===== config.mk =====
export PLATFORM = sky130hd
export DESIGN_NAME = bus_uart_tx
export DESIGN_NICKNAME = d
export VERILOG_FILES = /design/src/rtl/bus_uart_tx_pkg.sv /design/src/rtl/bus_uart_tx_fifo.sv /design/src/rtl/bus_uart_tx.sv
export SDC_FILE = /design/constraint.sdc
export NUM_CORES = 1
export LEC_CHECK = 0
export BUFFER_PORTS_ARGS = -buffer_cell sky130_fd_sc_hd__buf_4
export CAP_MARGIN = 20
export CORE_ASPECT_RATIO = 1.25
export CORE_MARGIN = 8
export CORE_UTILIZATION = 51
export CTS_CLUSTER_DIAMETER = 100
export DETAILED_ROUTE_END_ITERATION = 6
export GPL_TIMING_DRIVEN = 0
export PLACE_DENSITY = 0.73
export SETUP_SLACK_MARGIN = 0.5
export SYNTH_ARGS = -nofsm -noshare
export SYNTH_HDL_FRONTEND = slang
export SYNTH_SLANG_ARGS = --single-unit

===== constraint.sdc =====
create_clock -name clk_i -period 3.4 [get_ports clk_i]
set_clock_uncertainty 0.05 [all_clocks]
set_input_delay 0.34 -clock clk_i [delete_from_list [all_inputs] [get_ports clk_i]]
set_output_delay 0.34 -clock clk_i [all_outputs]
set_load 0.01 [all_outputs]

===== src/rtl/bus_uart_tx_pkg.sv =====
// Shared definitions for the bus UART transmitter: register offsets, CTRL bits, FSM states.
// Latency: n/a (declarations only).
// Backpressure: n/a.
package bus_uart_tx_pkg;

    // Word offsets decoded from addr[3:2]
    localparam logic [1:0] REG_TXDATA = 2'd0;
    localparam logic [1:0] REG_STATUS = 2'd1;
    localparam logic [1:0] REG_CLKDIV = 2'd2;
    localparam logic [1:0] REG_CTRL   = 2'd3;

    // CTRL bit positions
    localparam int CTRL_TX_EN     = 0;
    localparam int CTRL_IRQ_EN    = 1;
    localparam int CTRL_PARITY_EN = 2;

    typedef enum logic [2:0] {
        IDLE,
        START,
        DATA,
        PARITY,
        STOP
    } uart_tx_state_e;

endpackage


===== src/rtl/bus_uart_tx_fifo.sv =====
// Generic synchronous FIFO holding bytes queued for transmission.
// Latency: a pushed entry is visible at rdata_o right after the accepting edge; the head is read combinationally.
// Backpressure: push is ignored when full and pop when empty, both judged on the pre-edge level.
module bus_uart_tx_fifo #(
    parameter int Depth = 8,
    parameter int Width = 8,
    localparam int PtrW = $clog2(Depth),
    localparam int LvlW = PtrW + 1
) (
    input  logic             clk_i,
    input  logic             rst_i,
    input  logic             push_i,
    input  logic [Width-1:0] wdata_i,
    input  logic             pop_i,
    output logic [Width-1:0] rdata_o,
    output logic             full_o,
    output logic             empty_o,
    output logic [LvlW-1:0]  level_o
);

    logic [Width-1:0] mem [Depth];
    logic [PtrW-1:0]  wr_ptr;
    logic [PtrW-1:0]  rd_ptr;
    logic [LvlW-1:0]  count;
    logic             do_push;
    logic             do_pop;

    assign full_o  = (count == LvlW'(Depth));
    assign empty_o = (count == '0);
    assign level_o = count;
    assign rdata_o = mem[rd_ptr];
    assign do_push = push_i && !full_o;
    assign do_pop  = pop_i && !empty_o;

    // Storage is not reset; only entries behind the write pointer are ever read.
    always_ff @(posedge clk_i) begin
        if (do_push) begin
            mem[wr_ptr] <= wdata_i;
        end
    end

    // Pointers wrap naturally because Depth is a power of two.
    always_ff @(posedge clk_i or posedge rst_i) begin
        if (rst_i) begin
            wr_ptr <= '0;
            rd_ptr <= '0;
            count  <= '0;
        end else begin
            if (do_push) wr_ptr <= wr_ptr + 1'b1;
            if (do_pop)  rd_ptr <= rd_ptr + 1'b1;
            case ({do_push, do_pop})
                2'b10:   count <= count + 1'b1;
                2'b01:   count <= count - 1'b1;
                default: count <= count;
            endcase
        end
    end

endmodule


===== src/rtl/bus_uart_tx.sv =====
// Memory-mapped 8N1 UART transmitter on the simple-system bus; optional parity bit under BUS_UART_TX_PARITY_EN.
// Latency: bus response one cycle after req_i; tx_o begins a frame on the 2nd edge after the accepting TXDATA write.
// Backpressure: none on the bus; a TXDATA write into a full FIFO is dropped and answered with err_o.
module bus_uart_tx
    import bus_uart_tx_pkg::*;
#(
    parameter int          FifoDepth    = 8,
    parameter logic [15:0] ClkDivReset  = 16'd433,
    parameter int          AddressWidth = 32,
    parameter int          DataWidth    = 32
) (
    input  logic                    clk_i,
    input  logic                    rst_i,
    input  logic                    req_i,
    input  logic                    we_i,
    input  logic [3:0]              be_i,
    input  logic [AddressWidth-1:0] addr_i,
    input  logic [DataWidth-1:0]    wdata_i,
    output logic                    rvalid_o,
    output logic [DataWidth-1:0]    rdata_o,
    output logic                    err_o,
    output logic                    tx_o,
    output logic                    irq_o
);

    localparam int LvlW = $clog2(FifoDepth) + 1;

    logic [1:0]          reg_sel;
    logic [DataWidth-1:0] rd_word;
    logic                bus_err;
    logic                fifo_push;
    logic                fifo_pop;
    logic                fifo_full;
    logic                fifo_empty;
    logic [LvlW-1:0]     fifo_level;
    logic [7:0]          fifo_head;
    logic [15:0]         clkdiv;
    logic                tx_en;
    logic                irq_en;
    logic [2:0]          ctrl_bits;
    uart_tx_state_e      state;
    logic [15:0]         bit_cnt;
    logic [2:0]          bit_idx;
    logic [7:0]          shreg;
    logic                bit_end;
    logic                busy;
    logic                start_frame;
    logic                unused_bits;

    assign reg_sel     = addr_i[3:2];
    assign busy        = (state != IDLE);
    assign bit_end     = (bit_cnt == 16'd0);
    assign start_frame = tx_en && !fifo_empty && ((state == IDLE) || ((state == STOP) && bit_end));
    assign fifo_pop    = start_frame;
    assign unused_bits = ^{addr_i[AddressWidth-1:4], addr_i[1:0], be_i[3:2], wdata_i[DataWidth-1:16]};

`ifdef BUS_UART_TX_PARITY_EN
    logic parity_en;
    logic parity_bit;
`endif

    // CTRL readback image; the parity enable only exists when the parity option is built in
    always_comb begin
        ctrl_bits = '0;
        ctrl_bits[CTRL_TX_EN]  = tx_en;
        ctrl_bits[CTRL_IRQ_EN] = irq_en;
`ifdef BUS_UART_TX_PARITY_EN
        ctrl_bits[CTRL_PARITY_EN] = parity_en;
`else
        ctrl_bits[CTRL_PARITY_EN] = 1'b0;
`endif
    end

    bus_uart_tx_fifo #(
        .Depth (FifoDepth),
        .Width (8)
    ) u_fifo (
        .clk_i   (clk_i),
        .rst_i   (rst_i),
        .push_i  (fifo_push),
        .wdata_i (wdata_i[7:0]),
        .pop_i   (fifo_pop),
        .rdata_o (fifo_head),
        .full_o  (fifo_full),
        .empty_o (fifo_empty),
        .level_o (fifo_level)
    );

    // Address decode: read data, error flag and FIFO push for the current request
    always_comb begin
        rd_word   = '0;
        bus_err   = 1'b0;
        fifo_push = 1'b0;
        if (req_i) begin
            case (reg_sel)
                REG_TXDATA: begin
                    if (!we_i) begin
                        bus_err = 1'b1;
                    end else if (be_i[0]) begin
                        if (fifo_full) bus_err   = 1'b1;
                        else           fifo_push = 1'b1;
                    end
                end
                REG_STATUS: begin
                    if (we_i) bus_err = 1'b1;
                    else      rd_word = DataWidth'({16'h0, 8'(fifo_level), 5'h0, busy, fifo_empty, fifo_full});
                end
                REG_CLKDIV: if (!we_i) rd_word = DataWidth'({16'h0, clkdiv});
                default:    if (!we_i) rd_word = DataWidth'({29'h0, ctrl_bits});
            endcase
        end
    end

    // Bus response is always exactly one cycle after the request
    always_ff @(posedge clk_i or posedge rst_i) begin
        if (rst_i) begin
            rvalid_o <= 1'b0;
            rdata_o  <= '0;
            err_o    <= 1'b0;
        end else begin
            rvalid_o <= req_i;
            rdata_o  <= rd_word;
            err_o    <= bus_err;
        end
    end

    // Software-writable CLKDIV and CTRL registers, byte-enable qualified
    always_ff @(posedge clk_i or posedge rst_i) begin
        if (rst_i) begin
            clkdiv <= ClkDivReset;
            tx_en  <= 1'b0;
            irq_en <= 1'b0;
`ifdef BUS_UART_TX_PARITY_EN
            parity_en <= 1'b0;
`endif
        end else if (req_i && we_i) begin
            case (reg_sel)
                REG_CLKDIV: begin
                    if (be_i[0]) clkdiv[7:0]  <= wdata_i[7:0];
                    if (be_i[1]) clkdiv[15:8] <= wdata_i[15:8];
                end
                REG_CTRL: begin
                    if (be_i[0]) begin
                        tx_en  <= wdata_i[CTRL_TX_EN];
                        irq_en <= wdata_i[CTRL_IRQ_EN];
`ifdef BUS_UART_TX_PARITY_EN
                        parity_en <= wdata_i[CTRL_PARITY_EN];
`endif
                    end
                end
                default: ;
            endcase
        end
    end

    // Serializer: tx_o is registered from the current state, so the line trails the state by one cycle
    always_ff @(posedge clk_i or posedge rst_i) begin
        if (rst_i) begin
            state   <= IDLE;
            bit_cnt <= 16'd0;
            bit_idx <= 3'd0;
            shreg   <= 8'd0;
            tx_o    <= 1'b1;
            irq_o   <= 1'b0;
`ifdef BUS_UART_TX_PARITY_EN
            parity_bit <= 1'b0;
`endif
        end else begin
            irq_o <= irq_en && fifo_empty && (state == IDLE);
            case (state)
                START:   tx_o <= 1'b0;
                DATA:    tx_o <= shreg[0];
`ifdef BUS_UART_TX_PARITY_EN
                PARITY:  tx_o <= parity_bit;
`endif
                default: tx_o <= 1'b1;
            endcase
            if (start_frame) begin
                state   <= START;
                bit_cnt <= clkdiv;
                bit_idx <= 3'd0;
                shreg   <= fifo_head;
`ifdef BUS_UART_TX_PARITY_EN
                parity_bit <= ^fifo_head;
`endif
            end else if (state != IDLE) begin
                if (!bit_end) begin
                    bit_cnt <= bit_cnt - 16'd1;
                end else begin
                    bit_cnt <= clkdiv;
                    case (state)
                        START: state <= DATA;
                        DATA: begin
                            shreg   <= {1'b0, shreg[7:1]};
                            bit_idx <= bit_idx + 3'd1;
                            if (bit_idx == 3'd7) begin
`ifdef BUS_UART_TX_PARITY_EN
                                state <= parity_en ? PARITY : STOP;
`else
                                state <= STOP;
`endif
                            end
                        end
`ifdef BUS_UART_TX_PARITY_EN
                        PARITY:  state <= STOP;
`endif
                        default: state <= IDLE;
                    endcase
                end
            end
        end
    end

endmodule


==> impl_metrics.csv <==
group,metric,value,unit
clocking,cts_sinks,142,
clocking,htree_levels,4,
sta,min_period_over_period,0.940,
worst_setup_path,cp_slowest_cell,"or4b_4",
synth,synth-seq-area-share,0.617,
sta,rsz0062_at_grt,"yes",
global_routing,grt_pass1_wl,22.1,mm
sta,slew_headroom,0.294,
floorplan,ios,108,
synth,synth_top_area_frac,0.305,
drt,wl_per_cell,18.9,um
floorplan,coreArea,0.0121,mm^2
worst_hold_path,hp-class,"primary input to flip-flop",
synth,syn_avg_cell_area,13.6,um^2
clocking,clock_latency,0.42,ns
clocking,cts_buffers,17,
layout,multi_input_area,0.00225,mm^2
worst_setup_path,required,3.70,ns
sta,fin_crit,3.19,ns
synth,netlist_area,0.00629,mm^2
worst_setup_path,path_buf_inv,5,
global_routing,overflow,0,
drt,drtAntennaViolNets,0,
sta,fmax,313,MHz
pwr,ir_drop,0.456,mV
global_routing,antenna_found_initial,0,
layout,syn_to_final_growth,23.5,%
pwr,finalPower,0.00566,W
pwr,power_density,729,mW/mm^2
clocking,cts_root_buf,"clkbuf_16",
pwr,p_leak,3.14,nW
flow_run,max_cap_viol_count,0,
global_routing,grt_max_degree,42,
drt,via_per_inst,5.62,
synth,synthArstFlopShare,0.549,
layout,fillers,883,
clocking,clockBufferDepth,2,
synth,synthFlopType,"dfrtp_1",
outcome,status,"complete, no violations",
sta,drv_slew,0,
worst_setup_path,crit_path_start_kind,"flip-flop",
synth,syn-instance-count,463,
layout,layout-drive-gt1-share,0.319,
clocking,clk_pin_slew,0.06,ns
drt,wl,14.0,mm
placement,dp_hpwl,9.33,mm
floorplan,die_h,140,um
layout,regArea,0.00388,mm^2
drt,firstDrtPassIters,5,
synth,synthDistinctLibCells,56,
layout,antenna-diode-count,0,
layout,nets,644,
sta,setup_viol,0,
worst_setup_path,crit_top_cell,"xor2_1",
synth,synth.largest_area_cell,"edfxtp_1",
layout,final_common_cell,"buf_4",
placement,portBuffers,41,
worst_setup_path,critical-path-top-delay-family,"simple AND/OR/NAND/NOR gates",
synth,synth_seq_cells,142,
floorplan,die_w,115,um
sta,hold_violations,0,
worst_setup_path,max_stage_delay,0.45,ns
placement,placed_area,0.00696,mm^2
worst_setup_path,cp_max_fo,2,
synth,synth_edf_count,64,
floorplan,start_util,0.520,
drt,dr.first_iter.drc_count,295,
sta,worst_pin_slew,1.05,ns
clocking,cts_tree,"yes",
worst_setup_path,endpoint_kind,"flip-flop",
drt,route.detailed.drc,0,
layout,stdcell_area,0.00777,mm^2
global_routing,grt_usage,0.180,
synth,synth_area_leaders,"edfxtp_1, dfrtp_1, mux4_2",
synth,yosysWarnings,0,
worst_setup_path,worstSetupPathType,"flip-flop to flip-flop",
floorplan,rows,45,
placement,place.gp.congestion,0.866,
worst_setup_path,worstPathArrival,3.49,ns
floorplan,dieArea,0.0162,mm^2
global_routing,grt_pass1_vias,4182,
worst_setup_path,path_cells,"inv_2 > ha_4 > or4b_4 > buf_6 > or4_4 > buf_6 > o21ai_4 > nand2_4 > clkinv_4 > buf_12 > ha_4 > xor2_1 > ha_2 > a21oi_2 > xor2_1 > nor2_1 > xor2_1",
drt,num_vias,4162,
layout,layout_common_cells,"buf_4, dfrtp_1, edfxtp_1",
[cells in the mapped netlist, types with 2 or more instances]
library cell  count
nand3b_1          2
nor4_1            4
o21ai_2           2
a22oi_1          11
nor3_1           12
o311ai_0          5
o21ai_0          15
o21a_1            2
buf_6             4
buf_2             4
o211ai_1          2
inv_1            13
and2_1           10
xnor2_1           6
edfxtp_1         64
clkbuf_1         10
o41ai_1           2
buf_4            16
nand2b_1          4
mux2i_1          29
xor2_1            4
nand4_1           2
nor3b_1           2
nor2b_1           3
or4_1             4
a21oi_1           6
or3_1             5
dfrtp_1          72
mux2_2           21
buf_1             4
ha_1              8
o21ai_1           2
mux4_2           16
dfstp_2           6
nor2_1           27
nand2_1          31
nand3_1          14
[registers in the layout, indices dropped and copies added, names as in the netlist]
name and count:
bit_cnt 16, bit_idx 3, clkdiv 16, err_o 1, irq_en 1, irq_o 1
rdata_o 16, rvalid_o 1, shreg 8, state 3, tx_en 1, tx_o 1
u_fifo.level_o 4, u_fifo.mem 64, u_fifo.rd_ptr 3, u_fifo.wr_ptr 3
[worst register-to-register path, stage by stage (launching register included)]
cell	delay, ns
dfrtp_1	0.40
inv_2	0.08
ha_4	0.12
or4b_4	0.45
buf_6	0.13
or4_4	0.41
buf_6	0.14
o21ai_4	0.15
nand2_4	0.08
clkinv_4	0.07
buf_12	0.10
ha_4	0.14
xor2_1	0.16
ha_2	0.20
a21oi_2	0.04
xor2_1	0.16
nor2_1	0.11
xor2_1	0.14
[area by class of cell]
class | count | area share
flip-flops and latches | 142 | 0.500
multi-input cells | 284 | 0.290
repair buffers | 67 | 0.0663
clock buffers | 18 | 0.0565
plain buffers | 38 | 0.0325
well taps | 164 | 0.0264
clock inverters | 14 | 0.0213
inverters | 14 | 0.00773
[layer usage]
metal / part of all wire / up-vias / GRT usage
met3: 0.058 / 20 / 0.0383
li1: - / 1886 / -
met2: 0.50 / 150 / 0.290
met5: 0 / - / 0
met4: 0.015 / 0 / 0.0693
met1: 0.42 / 2106 / 0.230
[stage by stage]
step           setup TNS, ns   util  hold WS (ns)  instances  setup slack, ns
2_1_floorplan              0      -         0.321        478            0.130
3_3_place_gp           -3.41  0.570         0.435        683           -0.417
3_5_place_dp          -0.163  0.575         0.355        690           -0.135
4_1_cts                    0  0.638        0.0875        737            0.180
5_1_grt                    0  0.642        0.0997        741           0.0378
6_report                   0  0.642        0.0967        741            0.205
[cells by family (layout without fill, tap and decap cells)]
family	Yosys count	in the layout	synth area share
multiplexers	66	66	0.141
buffers and inverters	52	151	0.0469
flip-flops	142	142	0.617
XOR/XNOR	10	10	0.0139
AND/OR/NAND/NOR	126	126	0.102
other	1	16	0.000596
adder cells (fa/ha/maj)	8	8	0.0159
AO/OA/AOI/OAI	58	58	0.0628
[path summary, 6_finish.rpt]
path                              from           endpoint  slack [ns]  cells after the start
setup / recovery            bit_cnt[0]  u_fifo.level_o[2]        0.21                     17
hold / removal             wdata_i[10]         clkdiv[10]         0.1                      2
setup reg to reg            bit_cnt[0]  u_fifo.level_o[2]        0.21                     17
hold reg to reg             clkdiv[14]        rdata_o[14]        0.47                      1
max in group asynchronous        rst_i          clkdiv[7]        2.20                      4
min in group asynchronous        rst_i         clkdiv[14]        0.46                      3
[report_power, final]
part	switching, W	internal [W]	leakage, nW
clock	0.000716	0.00117	0.287
combinational	0.000750	0.000694	1.30
sequential	0.000252	0.00208	1.55
total	0.00172	0.00395	3.14
[repair_timing]
item                                    CTS  global route
gates resized for setup                  10             5
hold buffers                              2             0
hold endpoints to repair                 35             0
endpoints found under the setup margin   36            22
gates cloned                              0             0
pin swaps                                 3             5
setup buffers                            13             4
(Power assumes the default switching activity.)
